$ cat config.mk
export PLATFORM = sky130hd
export DESIGN_NAME = el2_dec_nbload_scbd
export DESIGN_NICKNAME = d
export VERILOG_FILES = /design/src/rtl/el2_pkg.sv /design/src/rtl/el2_dec_nbload_entry.sv /design/src/rtl/el2_dec_nbload_scbd.sv
export SDC_FILE = /design/constraint.sdc
export NUM_CORES = 1
export LEC_CHECK = 0
export CELL_PAD_IN_SITES_DETAIL_PLACEMENT = 1
export CELL_PAD_IN_SITES_GLOBAL_PLACEMENT = 1
export CORE_MARGIN = 1
export CORE_UTILIZATION = 41
export DETAILED_ROUTE_END_ITERATION = 6
export GPL_TIMING_DRIVEN = 0
export HOLD_SLACK_MARGIN = 0.06
export PLACE_DENSITY_LB_ADDON = 0.1
export REMOVE_ABC_BUFFERS = 1
export SETUP_SLACK_MARGIN = 0.4
export SYNTH_ARGS = -nofsm -noshare
export SYNTH_HDL_FRONTEND = slang
export SYNTH_SLANG_ARGS = --single-unit
$ cat constraint.sdc
create_clock -name clk -period 6 [get_ports clk]
set_clock_uncertainty 0.05 [all_clocks]
set_input_delay 0.6 -clock clk [delete_from_list [all_inputs] [get_ports clk]]
set_output_delay 0.6 -clock clk [all_outputs]
set_load 0.05 [all_outputs]
$ cat src/rtl/el2_pkg.sv
// Shared EL2 decode package.
// Holds the per-entry state record of the non-blocking load scoreboard and
// the upper bound on the number of outstanding load tags.
package el2_pkg;

   localparam int unsigned NBLOAD_TAGS_MAX = 8;

   // One outstanding non-blocking load.
   //   valid : allocated, return not yet consumed
   //   live  : GPR write still owed (cleared by a younger writer of rd)
   //   rd    : destination register
   typedef struct packed {
      logic       valid;
      logic       live;
      logic [4:0] rd;
   } el2_nbload_entry_t;

endpackage

$ cat src/rtl/el2_dec_nbload_entry.sv
// One non-blocking load scoreboard entry.
// Holds valid/live/rd for one tag and produces the rd comparisons used by the
// top level for the stall tree and the writeback decision.
// Ports:
//   clk, rst           : clock, async active-high reset
//   alloc_sel          : allocation targets this entry
//   alloc_valid/rd     : any allocation this cycle (for alloc WAW kill)
//   wb_valid/wb_rd     : main pipe GPR write (for WAW kill)
//   ret_sel/cancel_sel : return/cancel tag decodes to this entry
//   raddr0/1           : decode source registers
//   ent                : current entry state
//   ret_hit/cancel_hit : return/cancel accepted by this (valid) entry
//   ret_write          : accepted return must write the GPR file
//   rd_hit0/1          : live entry matches a source register
module el2_dec_nbload_entry
   import el2_pkg::*;
(
   input  logic              clk,
   input  logic              rst,
   input  logic              alloc_sel,
   input  logic              alloc_valid,
   input  logic [4:0]        alloc_rd,
   input  logic              wb_valid,
   input  logic [4:0]        wb_rd,
   input  logic              ret_sel,
   input  logic              cancel_sel,
   input  logic [4:0]        raddr0,
   input  logic [4:0]        raddr1,
   output el2_nbload_entry_t ent,
   output logic              ret_hit,
   output logic              cancel_hit,
   output logic              ret_write,
   output logic              rd_hit0,
   output logic              rd_hit1
);

   el2_nbload_entry_t ent_q, ent_d;
   logic              waw_wb, waw_alloc, waw;

   always_comb begin
      waw_wb     = wb_valid & (wb_rd != 5'd0) & (wb_rd == ent_q.rd);
      // An allocation to this same tag is a reuse, not a younger writer.
      waw_alloc  = alloc_valid & ~alloc_sel & (alloc_rd == ent_q.rd);
      waw        = ent_q.valid & (waw_wb | waw_alloc);
      ret_hit    = ret_sel & ent_q.valid;
      cancel_hit = cancel_sel & ent_q.valid & ~ret_hit;
      ret_write  = ret_hit & ent_q.live & ~waw;
      // live implies rd != 0, so x0 never matches here.
      rd_hit0    = ent_q.live & (ent_q.rd == raddr0);
      rd_hit1    = ent_q.live & (ent_q.rd == raddr1);
   end

   // Priority on a single tag: ret > cancel > alloc > WAW kill.
   always_comb begin
      ent_d = ent_q;
      if (ret_hit || cancel_hit) begin
         ent_d.valid = 1'b0;
         ent_d.live  = 1'b0;
      end else if (alloc_sel) begin
         ent_d.valid = 1'b1;
         ent_d.live  = (alloc_rd != 5'd0);
         ent_d.rd    = alloc_rd;
      end else if (waw) begin
         ent_d.live  = 1'b0;
      end
   end

   always_ff @(posedge clk or posedge rst) begin
      if (rst) begin
         ent_q <= '0;
      end else begin
         ent_q <= ent_d;
      end
   end

   assign ent = ent_q;

endmodule

$ cat src/rtl/el2_dec_nbload_scbd.sv
// Non-blocking load scoreboard and GPR writeback stage.
// Tracks outstanding loads by tag, stalls decode on operand hazards against
// pending live destinations, and writes returned load data to the GPR file
// through a registered write port. Returns whose destination was overwritten
// by a younger instruction are dropped.
// Ports:
//   clk, rst                     : clock, async active-high reset
//   alloc_valid/tag/rd           : allocate an entry for an issued load
//   wb_valid/wb_rd               : main pipe GPR write (WAW kill)
//   cancel_valid/tag             : free an entry without writing
//   ret_valid/tag/data           : load data return
//   rden0/1, raddr0/1            : decode source operands
//   stall                        : operand hazard (combinational)
//   full                         : every entry valid
//   gpr_wen/gpr_waddr/gpr_wd     : registered GPR write port
//   bad_ret                      : sticky, return/cancel to an invalid tag
module el2_dec_nbload_scbd
   import el2_pkg::*;
#(
   parameter int NUM_TAGS = 4,
   parameter int TAG_W    = $clog2(NUM_TAGS)
) (
   input  logic             clk,
   input  logic             rst,
   input  logic             alloc_valid,
   input  logic [TAG_W-1:0] alloc_tag,
   input  logic [4:0]       alloc_rd,
   input  logic             wb_valid,
   input  logic [4:0]       wb_rd,
   input  logic             cancel_valid,
   input  logic [TAG_W-1:0] cancel_tag,
   input  logic             ret_valid,
   input  logic [TAG_W-1:0] ret_tag,
   input  logic [31:0]      ret_data,
   input  logic             rden0,
   input  logic             rden1,
   input  logic [4:0]       raddr0,
   input  logic [4:0]       raddr1,
   output logic             stall,
   output logic             full,
   output logic             gpr_wen,
   output logic [4:0]       gpr_waddr,
   output logic [31:0]      gpr_wd,
   output logic             bad_ret
);

   if (NUM_TAGS < 2 || NUM_TAGS > NBLOAD_TAGS_MAX || (NUM_TAGS & (NUM_TAGS - 1)) != 0)
   begin : g_bad_num_tags
      $error("el2_dec_nbload_scbd: NUM_TAGS must be a power of 2 in 2..8");
   end

   el2_nbload_entry_t ent [NUM_TAGS];
   logic [NUM_TAGS-1:0] valid_vec, ret_hit, cancel_hit, ret_write, rd_hit0, rd_hit1;

   for (genvar i = 0; i < NUM_TAGS; i++) begin : g_entry
      el2_dec_nbload_entry u_entry (
         .clk        (clk),
         .rst        (rst),
         .alloc_sel  (alloc_valid & (alloc_tag == TAG_W'(i))),
         .alloc_valid(alloc_valid),
         .alloc_rd   (alloc_rd),
         .wb_valid   (wb_valid),
         .wb_rd      (wb_rd),
         .ret_sel    (ret_valid & (ret_tag == TAG_W'(i))),
         .cancel_sel (cancel_valid & (cancel_tag == TAG_W'(i))),
         .raddr0     (raddr0),
         .raddr1     (raddr1),
         .ent        (ent[i]),
         .ret_hit    (ret_hit[i]),
         .cancel_hit (cancel_hit[i]),
         .ret_write  (ret_write[i]),
         .rd_hit0    (rd_hit0[i]),
         .rd_hit1    (rd_hit1[i])
      );
      assign valid_vec[i] = ent[i].valid;
   end

   logic        gpr_wen_q, gpr_wen_d;
   logic [4:0]  gpr_waddr_q, gpr_waddr_d;
   logic [31:0] gpr_wd_q, gpr_wd_d;
   logic        bad_ret_q, bad_ret_d;
   logic        hz0, hz1;

   // Only the returning entry can have ret_write set.
   always_comb begin
      gpr_wen_d   = |ret_write;
      gpr_waddr_d = gpr_waddr_q;
      gpr_wd_d    = gpr_wd_q;
      if (gpr_wen_d) begin
         gpr_waddr_d = ent[ret_tag].rd;
         gpr_wd_d    = ret_data;
      end
      bad_ret_d = bad_ret_q
                | (ret_valid & ~valid_vec[ret_tag])
                | (cancel_valid & ~valid_vec[cancel_tag]);
   end

   // The output-stage compare covers the cycle before the GPR file holds the data.
   always_comb begin
      hz0   = rden0 & (raddr0 != 5'd0) & ((|rd_hit0) | (gpr_wen_q & (gpr_waddr_q == raddr0)));
      hz1   = rden1 & (raddr1 != 5'd0) & ((|rd_hit1) | (gpr_wen_q & (gpr_waddr_q == raddr1)));
      stall = hz0 | hz1;
      full  = &valid_vec;
   end

   always_ff @(posedge clk or posedge rst) begin
      if (rst) begin
         gpr_wen_q   <= 1'b0;
         gpr_waddr_q <= 5'd0;
         gpr_wd_q    <= 32'd0;
         bad_ret_q   <= 1'b0;
      end else begin
         gpr_wen_q   <= gpr_wen_d;
         gpr_waddr_q <= gpr_waddr_d;
         gpr_wd_q    <= gpr_wd_d;
         bad_ret_q   <= bad_ret_d;
      end
   end

   assign gpr_wen   = gpr_wen_q;
   assign gpr_waddr = gpr_waddr_q;
   assign gpr_wd    = gpr_wd_q;
   assign bad_ret   = bad_ret_q;

   // Upstream protocol violations; the RTL resolves them as ret > cancel > alloc.
   a_alloc_free: assert property (@(posedge clk) disable iff (rst)
      alloc_valid |-> !valid_vec[alloc_tag]);
   a_ret_cancel_same: assert property (@(posedge clk) disable iff (rst)
      !(ret_valid && cancel_valid && (ret_tag == cancel_tag)));

   // cancel_hit is informational only at this level.
   logic unused_ok;
   assign unused_ok = ^{cancel_hit, ret_hit};

endmodule

==> results.py, run 1 <==
metrics = {
    "critical_path": {
        "timing.setup.critical_path_class": "in2out",
        "family_of_cells_with_the_greatest_summed_delay_on_the_critical_path": "buffers and inverters",
        "worstSetupEndpointType": "output pin",
        "critical_path_peak_fanout": 6,
        "cpMostUsedCell": "sky130_fd_sc_hd__clkdlybuf4s50_1",
        "worst-endpoint-arrival_ns": 3.13,
        "worst_path_largest_cell_delay_ns": 0.83,
        "crit_chain": "clkdlybuf4s50_1 > xor2_1 > nor4_1 > and3_1 > a31oi_1 > nand4_1 > o211ai_1 > o21ai_0 > clkdlybuf4s50_1",
        "timing.critical_path.buf_inv": 2,
        "critical-path-slowest-cell": "sky130_fd_sc_hd__clkdlybuf4s50_1",
        "critPathRequiredTime_ns": 5.35,
        "critPathLaunchType": "input pin",
    },
    "clock_tree": {
        "clkTransAtPathRegs_ns": 0.07,
        "cts_post_setup_buffers_inserted": 0,
        "cts_tree": "built",
        "post_cts_resized": 0,
        "cts-hold-fix-buffers": 0,
        "clk_path_buf_depth": 2,
        "htree_levels": 3,
        "clkSinkCount": 67,
        "clk_lat_worst_skew_ns": 0.36,
        "cts_inserted_buffers": 9,
        "cts-root-buf": "sky130_fd_sc_hd__clkbuf_8",
    },
    "timing": {
        "final-hold-violation-count": 0,
        "setup_viol": 0,
        "max_slew_margin_pct": 32.1,
        "rsz0062_at_grt": "false",
        "count_of_final_max_slew_check_failures": 0,
        "min_period_over_period_pct": 62.9,
        "finalWorstPathRequiredPeriod_ns": 3.78,
        "max_clock_freq_ghz": 0.265,
        "totalNegativeSetupSlack_ns": 0,
        "worstMarginPinSlew_ns": 1.02,
    },
    "synth": {
        "seq_area_frac_synth_pct": 41.0,
        "post_synth.cell_area_avg_um2": 10.9,
        "post_synth_most_frequent_cells": "sky130_fd_sc_hd__dfrtp_1 (67), sky130_fd_sc_hd__xor2_1 (62), sky130_fd_sc_hd__mux2_1 (37)",
        "asyncSetResetFlopFracSynth_pct": 100,
        "post_synth_main_area_contributors": "sky130_fd_sc_hd__dfrtp_1 (41%), sky130_fd_sc_hd__xor2_1 (13%), sky130_fd_sc_hd__mux2_1 (10%), sky130_fd_sc_hd__mux2_2 (6.1%), sky130_fd_sc_hd__xnor2_1 (6.0%)",
        "yosysMostFrequentCell": "sky130_fd_sc_hd__dfrtp_1",
        "synth_top_area_cell": "sky130_fd_sc_hd__dfrtp_1",
        "mappedNetlistArea_um2": 4090,
        "synth_ff_type": "sky130_fd_sc_hd__dfrtp_1",
        "synth-warning-count": 0,
        "yosys_register_bits": 67,
        "synth-edff-count": 0,
        "syn_inst": 375,
        "synthDominantCellAreaShare_pct": 41.0,
        "post_synth_num_cell_types": 40,
    },
    "layout": {
        "share_of_layout_cells_above_drive_strength_1_pct": 10.2,
        "layout.nets": 512,
        "layout.cells.non_filler": 584,
        "n_antenna_cell": 0,
        "syn2layout_area_growth_pct": 29.7,
    },
    "grt": {
        "grt_first_pass_wirelength_mm": 18.3,
        "grt-ovfl-total": 0,
        "first_global_vias": 3439,
        "maximum_number_of_pins_on_one_net_before_global_route_repair": 68,
        "groute.usage.overall_pct": 23.8,
        "initial_antenna_violation_count": 0,
    },
    "routing": {
        "initialDrtViolationCount": 82,
        "detail_route.first_pass.iterations": 4,
        "total_number_of_vias": 3109,
        "routed_wl_mm": 11.4,
        "wire_per_inst_um": 19.5,
        "drt-vias-per-instance": 5.32,
        "remaining_drc_errors": 0,
        "antenna_left": 0,
    },
    "pwr": {
        "max-vdd-ir-drop_uv": 322,
        "power_per_cell_area_nw_per_um2": 449,
        "power.static_leakage_nw": 2.12,
    },
    "floorplanning": {
        "num_io_pins": 107,
        "core-area_um2": 9730,
        "die_w_um": 102,
        "die_area_um2": 10400,
        "starting_density_of_the_core_pct": 42.1,
        "rows": 36,
        "die-height_um": 102,
    },
    "status": {
        "status": "finished, final reports clean",
    },
    "job": {
        "max_cap_violations": 0,
    },
    "placed_design": {
        "buffer_ports.inserted": 106,
        "dp_cells": 568,
        "place.gp.congestion": 0.882,
        "detailed_place_hpwl_mm": 8.37,
    },
    "worst_hold_path": {
        "min_path_type": "reg2reg",
    },
}
per-stage QoR:
stage	hold WS, ns	utilization, %	setup WS [ns]	area, µm²	total power, mW
2_1_floorplan	0.427	-	2.93	3870	1.54
3_3_place_gp	0.417	52.4	1.95	5100	1.96
3_5_place_dp	0.429	52.4	1.83	5100	2.00
4_1_cts	0.447	54.6	2.21	5310	2.41
5_1_grt	0.455	54.6	2.06	5310	2.51
6_report	0.441	54.6	2.22	5310	2.39
area by class of cell:
type                            instances  area, µm²
Multi-Input combinational cell        255       2170
Clock inverter                          6       72.6
Tap cell                              133        166
Fill cell                            1062       4420
Sequential cell                        67       1680
Inverter                                7       28.8
Timing Repair Buffer                  106       1060
Clock buffer                           10        138
state kept, by name, summed over array words and instances, names as in the netlist:
register,flops
gpr_wd,32
g_entry.u_entry.ent,28
gpr_waddr,5
bad_ret,1
gpr_wen,1
metal layers:
layer	wire length (µm)	track usage, %	up-vias
li1	-	-	1437
met1	5040	30.0	1557
met2	5580	39.9	101
met3	564	6.02	14
met4	207	8.35	0
met5	0	0	-
worst reg2reg max path: stages, from the launching register on:
cell and delay [ns]:
sky130_fd_sc_hd__dfrtp_1 0.49, sky130_fd_sc_hd__xor2_1 0.21, sky130_fd_sc_hd__nor4_1 0.50, sky130_fd_sc_hd__a31oi_1 0.26, sky130_fd_sc_hd__nand4_1 0.17, sky130_fd_sc_hd__nand3_2 0.75
sky130_fd_sc_hd__mux2_1 0.71
layout by cell type (no fill, tap or decap), types with 2 or more instances in the layout:
master,count
sky130_fd_sc_hd__xor2_1,62
sky130_fd_sc_hd__a31oi_1,6
sky130_fd_sc_hd__and2_1,3
sky130_fd_sc_hd__clkbuf_8,10
sky130_fd_sc_hd__xnor2_1,28
sky130_fd_sc_hd__mux4_2,5
sky130_fd_sc_hd__clkinv_4,2
sky130_fd_sc_hd__clkdlybuf4s50_1,106
sky130_fd_sc_hd__inv_1,6
sky130_fd_sc_hd__nand4_1,4
sky130_fd_sc_hd__o21a_1,2
sky130_fd_sc_hd__nand3_1,11
sky130_fd_sc_hd__nand2_1,5
sky130_fd_sc_hd__or4_1,4
sky130_fd_sc_hd__nor3b_1,2
sky130_fd_sc_hd__mux2_1,37
sky130_fd_sc_hd__o21ai_1,2
sky130_fd_sc_hd__inv_6,2
sky130_fd_sc_hd__mux2_2,22
sky130_fd_sc_hd__nor2b_1,3
sky130_fd_sc_hd__nor4_1,18
sky130_fd_sc_hd__o21ai_0,13
sky130_fd_sc_hd__a221oi_1,3
sky130_fd_sc_hd__nor2_1,8
sky130_fd_sc_hd__a21oi_1,3
sky130_fd_sc_hd__dfrtp_1,67
sky130_fd_sc_hd__and3_1,4
logic make-up (layout without fill, tap and decap cells):
logic type	count (synthesis)	count (layout)	share of synthesized area (%)
flops	67	67	41.0
xor+xnor	90	90	19.3
compound gates	35	35	5.35
mux	65	65	19.2
buf+inv	53	129	6.08
simple gates	65	65	9.11
worst paths after layout:
path	from	end	slack (ns)	cells past startpoint
min in group asynchronous	rst	gpr_wd[4]$_DFFE_PP0P_	0.72	2
worst max-delay path	raddr1[1]	stall	2.22	9
worst max register to register	g_entry[2].u_entry.ent[4]$_DFFE_PP0P_	gpr_wd[13]$_DFFE_PP0P_	2.74	6
worst min register to register	gpr_wd[9]$_DFFE_PP0P_	gpr_wd[9]$_DFFE_PP0P_	0.44	1
worst min-delay path	gpr_wd[9]$_DFFE_PP0P_	gpr_wd[9]$_DFFE_PP0P_	0.44	1
max in group asynchronous	rst	g_entry[1].u_entry.ent[6]$_DFFE_PP0P_	4.62	2
power breakdown:
| group | leakage (nW) | switching, mW | internal [mW] |
|---|---|---|---|
| registers | 0.798 | 0.192 | 0.621 |
| clock network | 0.103 | 0.197 | 0.208 |
| logic | 1.22 | 0.698 | 0.469 |
Note: power is estimated with default switching activity, not from simulation.
==> inputs of run 2 (changes only) <==
--- a/config.mk
+++ b/config.mk
@@ -8,7 +8,7 @@
 export CELL_PAD_IN_SITES_DETAIL_PLACEMENT = 1
 export CELL_PAD_IN_SITES_GLOBAL_PLACEMENT = 1
 export CORE_MARGIN = 1
-export CORE_UTILIZATION = 41
+export CORE_UTILIZATION = 34
 export DETAILED_ROUTE_END_ITERATION = 6
 export GPL_TIMING_DRIVEN = 0
 export HOLD_SLACK_MARGIN = 0.06
==> constraint.sdc (replaced) <==
create_clock -name clk -period 3.3 [get_ports clk]
set_clock_uncertainty 0.05 [all_clocks]
set_input_delay 0.33 -clock clk [delete_from_list [all_inputs] [get_ports clk]]
set_output_delay 0.33 -clock clk [all_outputs]
set_load 0.05 [all_outputs]
==> results.py, run 2 (same netlist as run 1, synthesis figures left out) <==
metrics = {
    "grt": {
        "first_global_vias": 3643,
        "grt-ovfl-total": 0,
        "groute.usage.overall_pct": 21.7,
        "initial_antenna_violation_count": 0,
        "grt_first_pass_wirelength_mm": 20.4,
        "maximum_number_of_pins_on_one_net_before_global_route_repair": 68,
    },
    "pwr": {
        "power_switching_share_pct": 43.6,
        "max-vdd-ir-drop_uv": 646,
        "power.static_leakage_nw": 2.28,
        "power.share.sequential_pct": 32.2,
        "p_clk_share_pct": 20.3,
        "cellInternalPower_mw": 2.59,
        "power_per_cell_area_nw_per_um2": 827,
        "pwr-share-comb_pct": 47.6,
        "power_switching_mw": 2.00,
    },
    "timing": {
        "finalHoldWorstSlack_ns": 0.432,
        "final-hold-violation-count": 0,
        "count_of_final_max_slew_check_failures": 0,
        "finalWorstPathRequiredPeriod_ns": 2.78,
        "setup_viol": 0,
        "totalNegativeSetupSlack_ns": 0,
        "max_slew_margin_pct": 42.2,
        "finalWorstSetupSlack_ns": 0.519,
        "max_clock_freq_ghz": 0.360,
        "worstMarginPinSlew_ns": 0.867,
        "rsz0062_at_grt": "true",
        "min_period_over_period_pct": 84.3,
    },
    "layout": {
        "largest_register_ffs": 32,
        "layout_common_cells": "sky130_fd_sc_hd__clkdlybuf4s50_1 (99), sky130_fd_sc_hd__dfrtp_1 (67), sky130_fd_sc_hd__xor2_1 (62)",
        "final_design_area_no_fill_um2": 5560,
        "n_antenna_cell": 0,
        "postLayoutCoreUtil_pct": 48.0,
        "layout_commonest_cell": "sky130_fd_sc_hd__clkdlybuf4s50_1",
        "layout.nets": 521,
        "share_of_layout_cells_above_drive_strength_1_pct": 12.2,
        "syn2layout_area_growth_pct": 35.8,
    },
    "floorplanning": {
        "core-area_um2": 11600,
        "die_w_um": 112,
        "starting_density_of_the_core_pct": 35.4,
        "rows": 39,
        "die_area_um2": 12500,
        "die-height_um": 112,
        "num_io_pins": 107,
    },
    "clock_tree": {
        "htree_levels": 3,
        "clkTransAtPathRegs_ns": 0.05,
        "clk_lat_worst_skew_ns": 0.33,
        "cts_tree": "built",
        "clk_path_buf_depth": 2,
        "cts-root-buf": "sky130_fd_sc_hd__clkbuf_16",
        "cts-hold-fix-buffers": 0,
        "cts_inserted_buffers": 9,
        "clkSinkCount": 67,
    },
    "critical_path": {
        "critical_path_cell_count": 8,
        "critical_path_peak_fanout": 6,
        "reg2reg_from": "g_entry[1].u_entry.ent[1]$_DFFE_PP0P_",
        "critPathLaunchType": "input pin",
        "timing.critical_path.buf_inv": 2,
        "family_of_cells_with_the_greatest_summed_delay_on_the_critical_path": "buffers and inverters",
        "timing.setup.critical_path_class": "in2out",
        "worstReg2RegEnd": "gpr_waddr[0]$_DFFE_PP0P_",
        "regToRegSetupSlack_ns": 0.71,
        "worst-r2r-cell-count": 8,
        "critPathRequiredTime_ns": 2.92,
        "worst-endpoint-arrival_ns": 2.40,
        "worstSetupEndpointType": "output pin",
        "critical-path-slowest-cell": "sky130_fd_sc_hd__clkdlybuf4s50_1",
        "crit_chain": "clkdlybuf4s50_1 > xor2_1 > nor4_1 > nand3_1 > nand4_1 > o211ai_1 > o21ai_0 > clkdlybuf4s15_2",
        "worst_path_largest_cell_delay_ns": 0.61,
    },
    "worst_hold_path": {
        "hold_path.startpoint": "gpr_wd[18]$_DFFE_PP0P_",
        "hold-path-endpoint": "gpr_wd[18]$_DFFE_PP0P_",
        "timing.hold.worst_path_depth": 1,
        "min_path_type": "reg2reg",
    },
    "placed_design": {
        "buffer_ports.inserted": 106,
        "detailed_place_hpwl_mm": 8.83,
        "pre_cts_ws_ns": -0.603,
        "place.gp.congestion": 0.840,
        "detailed_place.area_um2": 5110,
    },
    "status": {
        "violations": "DRC",
        "status": "complete, but fails checks",
    },
    "routing": {
        "drt-vias-per-instance": 5.37,
        "detail_route.first_pass.iterations": 6,
        "antenna_left": 0,
        "initialDrtViolationCount": 189,
        "wire_per_inst_um": 21.0,
        "routed_wl_mm": 12.6,
        "remaining_drc_errors": 7,
        "total_number_of_vias": 3238,
    },
    "job": {
        "max_cap_violations": 0,
    },
}
[run 2: cell count changes in the layout (fill, tap and decap cells not counted), moves of 3 or more]
cell,change
sky130_fd_sc_hd__buf_12,+3
sky130_fd_sc_hd__clkdlybuf4s50_1,-7
sky130_fd_sc_hd__buf_4,+5
sky130_fd_sc_hd__clkbuf_16,+9
sky130_fd_sc_hd__clkbuf_1,+3
sky130_fd_sc_hd__dlymetal6s2s_1,+6
sky130_fd_sc_hd__clkbuf_8,-10
[run 2: layout make-up]
class / count / area (µm²)
sequential: 67 / 1680
inverter: 7 / 28.8
clock buffer: 12 / 236
timing repair buffer: 114 / 1170
tap: 143 / 179
clock inverter: 4 / 51.3
multi-input combinational: 256 / 2210
fill: 1250 / 6010
[run 2: stage by stage]
step | total power [mW] | std cells
floorplan | 2.80 | 329
global placement | 3.58 | 578
detailed placement | 3.63 | 578
CTS | 4.63 | 602
global route | 4.83 | 603
finish | 4.59 | 603
[run 2: worst max path at each step]
| stage | start | to | slack [ns] |
|---|---|---|---|
| 2_1_floorplan | gpr_waddr[4]$_DFFE_PP0P_ | stall | 0.50 |
| 3_3_place_gp | wb_rd[2] | gpr_wd[25]$_DFFE_PP0P_ | -0.53 |
| 3_5_place_dp | alloc_rd[0] | gpr_wd[12]$_DFFE_PP0P_ | -0.60 |
| 4_1_cts | raddr1[3] | stall | 0.41 |
| 5_1_grt | raddr1[0] | stall | 0.37 |
| 6_report | raddr1[0] | stall | 0.52 |
[run 2: what timing repair did]
action                                  in CTS  in global routing
endpoints found under the setup margin      39                 38
cloned                                       1                  0
buffers inserted                             7                  1
gates resized for setup                      7                  8
pin swaps                                    4                  0
[run 2: worst register-to-register path: cells and delay by family (launching register included)]
kind	cells	cell delay [ns]
buffers and inverters	1	0.20
AO/OA/AOI/OAI	1	0.39
AND/OR/NAND/NOR	4	0.77
multiplexers	1	0.31
XOR/XNOR	1	0.25
flip-flops	1	0.50
[run 2: metal layers]
layer	track usage, %	vias to the layer above	wire length (µm)
met5	0	-	0
met4	8.02	0	305
met3	6.80	23	850
met2	35.3	124	6030
met1	26.9	1637	5460
li1	-	1454	-
[run 2: power groups by stage]
stage | combinational (mW) | clock, mW | sequential, mW
final | 2.18 | 0.933 | 1.48
after global routing | 2.30 | 0.998 | 1.53
after CTS | 2.19 | 0.963 | 1.48
after detailed placement | 2.15 | 0 | 1.49
after global placement | 2.11 | 0 | 1.47
after floorplan | 0.596 | 0 | 2.20
==> inputs of run 3 (changes only) <==
--- a/config.mk
+++ b/config.mk
@@ -8,7 +8,7 @@
 export CELL_PAD_IN_SITES_DETAIL_PLACEMENT = 1
 export CELL_PAD_IN_SITES_GLOBAL_PLACEMENT = 1
 export CORE_MARGIN = 1
-export CORE_UTILIZATION = 34
+export CORE_UTILIZATION = 38
 export DETAILED_ROUTE_END_ITERATION = 6
 export GPL_TIMING_DRIVEN = 0
 export HOLD_SLACK_MARGIN = 0.06
==> constraint.sdc (replaced) <==
create_clock -name clk -period 2.8 [get_ports clk]
set_clock_uncertainty 0.05 [all_clocks]
set_input_delay 0.28 -clock clk [delete_from_list [all_inputs] [get_ports clk]]
set_output_delay 0.28 -clock clk [all_outputs]
set_load 0.05 [all_outputs]
==> results.py, run 3 (same netlist as run 1, synthesis figures left out) <==
metrics = {
    "timing": {
        "max_clock_freq_ghz": 0.421,
        "setup_viol": 0,
        "finalWorstPathRequiredPeriod_ns": 2.38,
        "min_period_over_period_pct": 84.9,
        "count_of_final_max_slew_check_failures": 0,
        "finalHoldWorstSlack_ns": 0.406,
        "max_slew_margin_pct": 44.2,
        "final-hold-violation-count": 0,
        "totalNegativeSetupSlack_ns": 0,
        "worstMarginPinSlew_ns": 0.837,
        "rsz0062_at_grt": "true",
    },
    "critical_path": {
        "timing.setup.critical_path_class": "reg2reg",
        "timing.critical_path.buf_inv": 2,
        "worst-r2r-cell-count": 9,
        "crit_chain": "xnor2_1 > nand4_1 > nor3_2 > nor2_1 > a22oi_2 > buf_4 > nand3_4 > buf_12 > mux2_1",
        "startpoint": "g_entry[1].u_entry.ent[0]$_DFFE_PP0P_",
        "critical_path_peak_fanout": 10,
        "worst-endpoint-arrival_ns": 2.56,
        "worstSetupEndpointType": "flip-flop",
        "family_of_cells_with_the_greatest_summed_delay_on_the_critical_path": "simple AND/OR/NAND/NOR gates",
        "worst_path_largest_cell_delay_ns": 0.49,
        "critPathLaunchType": "flip-flop",
        "critPathRequiredTime_ns": 2.99,
        "critical_path_cell_count": 9,
        "critical-path-slowest-cell": "sky130_fd_sc_hd__dfrtp_2",
        "reg2reg_from": "g_entry[1].u_entry.ent[0]$_DFFE_PP0P_",
    },
    "clock_tree": {
        "htree_levels": 3,
        "cts_inserted_buffers": 9,
        "clkTransAtPathRegs_ns": 0.08,
        "clk_lat_worst_skew_ns": 0.36,
        "clk_path_buf_depth": 2,
        "cts-root-buf": "sky130_fd_sc_hd__clkbuf_8",
        "clkSinkCount": 67,
        "cts_tree": "built",
        "cts-hold-fix-buffers": 0,
    },
    "grt": {
        "grt_use_met1_pct": 28.3,
        "use_met2_pct": 38.1,
        "global_route_layer_with_the_greatest_usage": "met2",
        "groute.usage.overall_pct": 23.0,
        "grt-ovfl-total": 0,
        "grt_first_pass_wirelength_mm": 19.2,
        "first_global_vias": 3530,
        "grt_use_met3_pct": 7.17,
        "maximum_number_of_pins_on_one_net_before_global_route_repair": 68,
        "initial_antenna_violation_count": 0,
    },
    "routing": {
        "wire_per_inst_um": 20.2,
        "drt-vias-per-instance": 5.35,
        "remaining_drc_errors": 0,
        "detail_route.first_pass.iterations": 4,
        "initialDrtViolationCount": 106,
        "antenna_left": 0,
        "total_number_of_vias": 3234,
        "routed_wl_mm": 12.2,
    },
    "floorplanning": {
        "die_area_um2": 11200,
        "die_w_um": 106,
        "starting_density_of_the_core_pct": 39.5,
        "rows": 37,
        "die-height_um": 106,
        "core-area_um2": 10400,
        "num_io_pins": 107,
    },
    "layout": {
        "sequential_cell_area_um2": 1700,
        "layout_commonest_cell": "sky130_fd_sc_hd__clkdlybuf4s50_1",
        "postLayoutCoreUtil_pct": 53.8,
        "layout.nets": 529,
        "layout_common_cells": "sky130_fd_sc_hd__clkdlybuf4s50_1 (84), sky130_fd_sc_hd__xor2_1 (62), sky130_fd_sc_hd__dfrtp_1 (52)",
        "n_antenna_cell": 0,
        "largest_register_ffs": 32,
        "total_area_of_multi_input_combinational_cells_um2": 2260,
        "n_fill_cell": 1118,
        "share_of_layout_cells_above_drive_strength_1_pct": 19.9,
        "syn2layout_area_growth_pct": 36.4,
    },
    "pwr": {
        "power.share.sequential_pct": 33.6,
        "power.static_leakage_nw": 2.29,
        "power_per_cell_area_nw_per_um2": 934,
        "pwr-share-comb_pct": 50.6,
        "p_clk_share_pct": 15.8,
        "power_switching_share_pct": 45.5,
        "power_switching_mw": 2.37,
        "max-vdd-ir-drop_uv": 548,
        "cellInternalPower_mw": 2.84,
    },
    "placed_design": {
        "place.gp.congestion": 0.863,
        "detailed_place_hpwl_mm": 8.39,
        "buffer_ports.inserted": 106,
    },
    "job": {
        "max_cap_violations": 0,
    },
    "status": {
        "status": "finished, final reports clean",
    },
    "worst_hold_path": {
        "min_path_type": "in2async",
    },
}
[run 3: cell count changes in the layout (fill, tap and decap cells not counted), sizes merged]
cell           delta
buf              +12
dlygate4sd2      +13
dlymetal6s2s      -2
inv               +1
clkdlybuf4s50    -15
clkinv            +1
clkbuf            -2
[run 3: cell type report]
type | instances | share of cell area [%]
clock buffer | 10 | 2.29
clock inverter | 6 | 1.17
inverter | 7 | 0.516
multi-input combinational | 256 | 40.5
sequential | 67 | 30.4
tap | 136 | 3.05
timing repair buffer | 122 | 22.1
[run 3: layer usage]
metal	vias to the layer above	share of wire (%)
li1	1467	-
met1	1628	41
met2	117	49
met3	22	7.8
met4	0	2.5
met5	-	0
[run 3: worst reg2reg max path, delay by kind of cell, from the launching register on]
family	cells	cell delay (ns)
and+or+nand+nor	4	0.68
DFF	1	0.49
muxes	1	0.33
buffers and inverters	2	0.33
AOI/OAI and AO/OA	1	0.21
xor gates and xnor gates	1	0.16
[run 3: worst paths after layout]
| check | to | slack (ns) |
|---|---|---|
| min | gpr_wd[4]$_DFFE_PP0P_ | 0.41 |
| max in group asynchronous | g_entry[0].u_entry.ent[3]$_DFFE_PP0P_ | 1.70 |
| max | gpr_wd[14]$_DFFE_PP0P_ | 0.42 |
| max reg2reg | gpr_wd[14]$_DFFE_PP0P_ | 0.42 |
| min reg2reg | gpr_wd[8]$_DFFE_PP0P_ | 0.44 |
| min in group clk | gpr_wd[8]$_DFFE_PP0P_ | 0.44 |
[run 3: timing repair]
item | 4_1_cts | 5_1_grt
pin swaps | 12 | 6
cloned | 2 | 0
gates resized for setup | 54 | 20
setup endpoints to repair | 40 | 38
buffers inserted | 11 | 4
[run 3: per-stage QoR]
step | worst slack (ns) | total power, mW | cell area (µm²) | instances
after floorplan | 0.0482 | 3.30 | 3870 | 329
after global placement | -0.960 | 4.20 | 5100 | 571
after detailed placement | -1.01 | 4.27 | 5100 | 571
after CTS | 0.403 | 5.21 | 5500 | 600
after global routing | 0.317 | 5.46 | 5580 | 604
final | 0.424 | 5.21 | 5580 | 604
[run 3: power by group through the flow]
| stage | Sequential, mW | Clock (mW) | Combinational, mW |
|---|---|---|---|
| after floorplan | 2.60 | 0 | 0.703 |
| after global placement | 1.74 | 0 | 2.47 |
| after detailed placement | 1.76 | 0 | 2.51 |
| after CTS | 1.74 | 0.848 | 2.62 |
| after global routing | 1.80 | 0.882 | 2.78 |
| final | 1.75 | 0.824 | 2.64 |
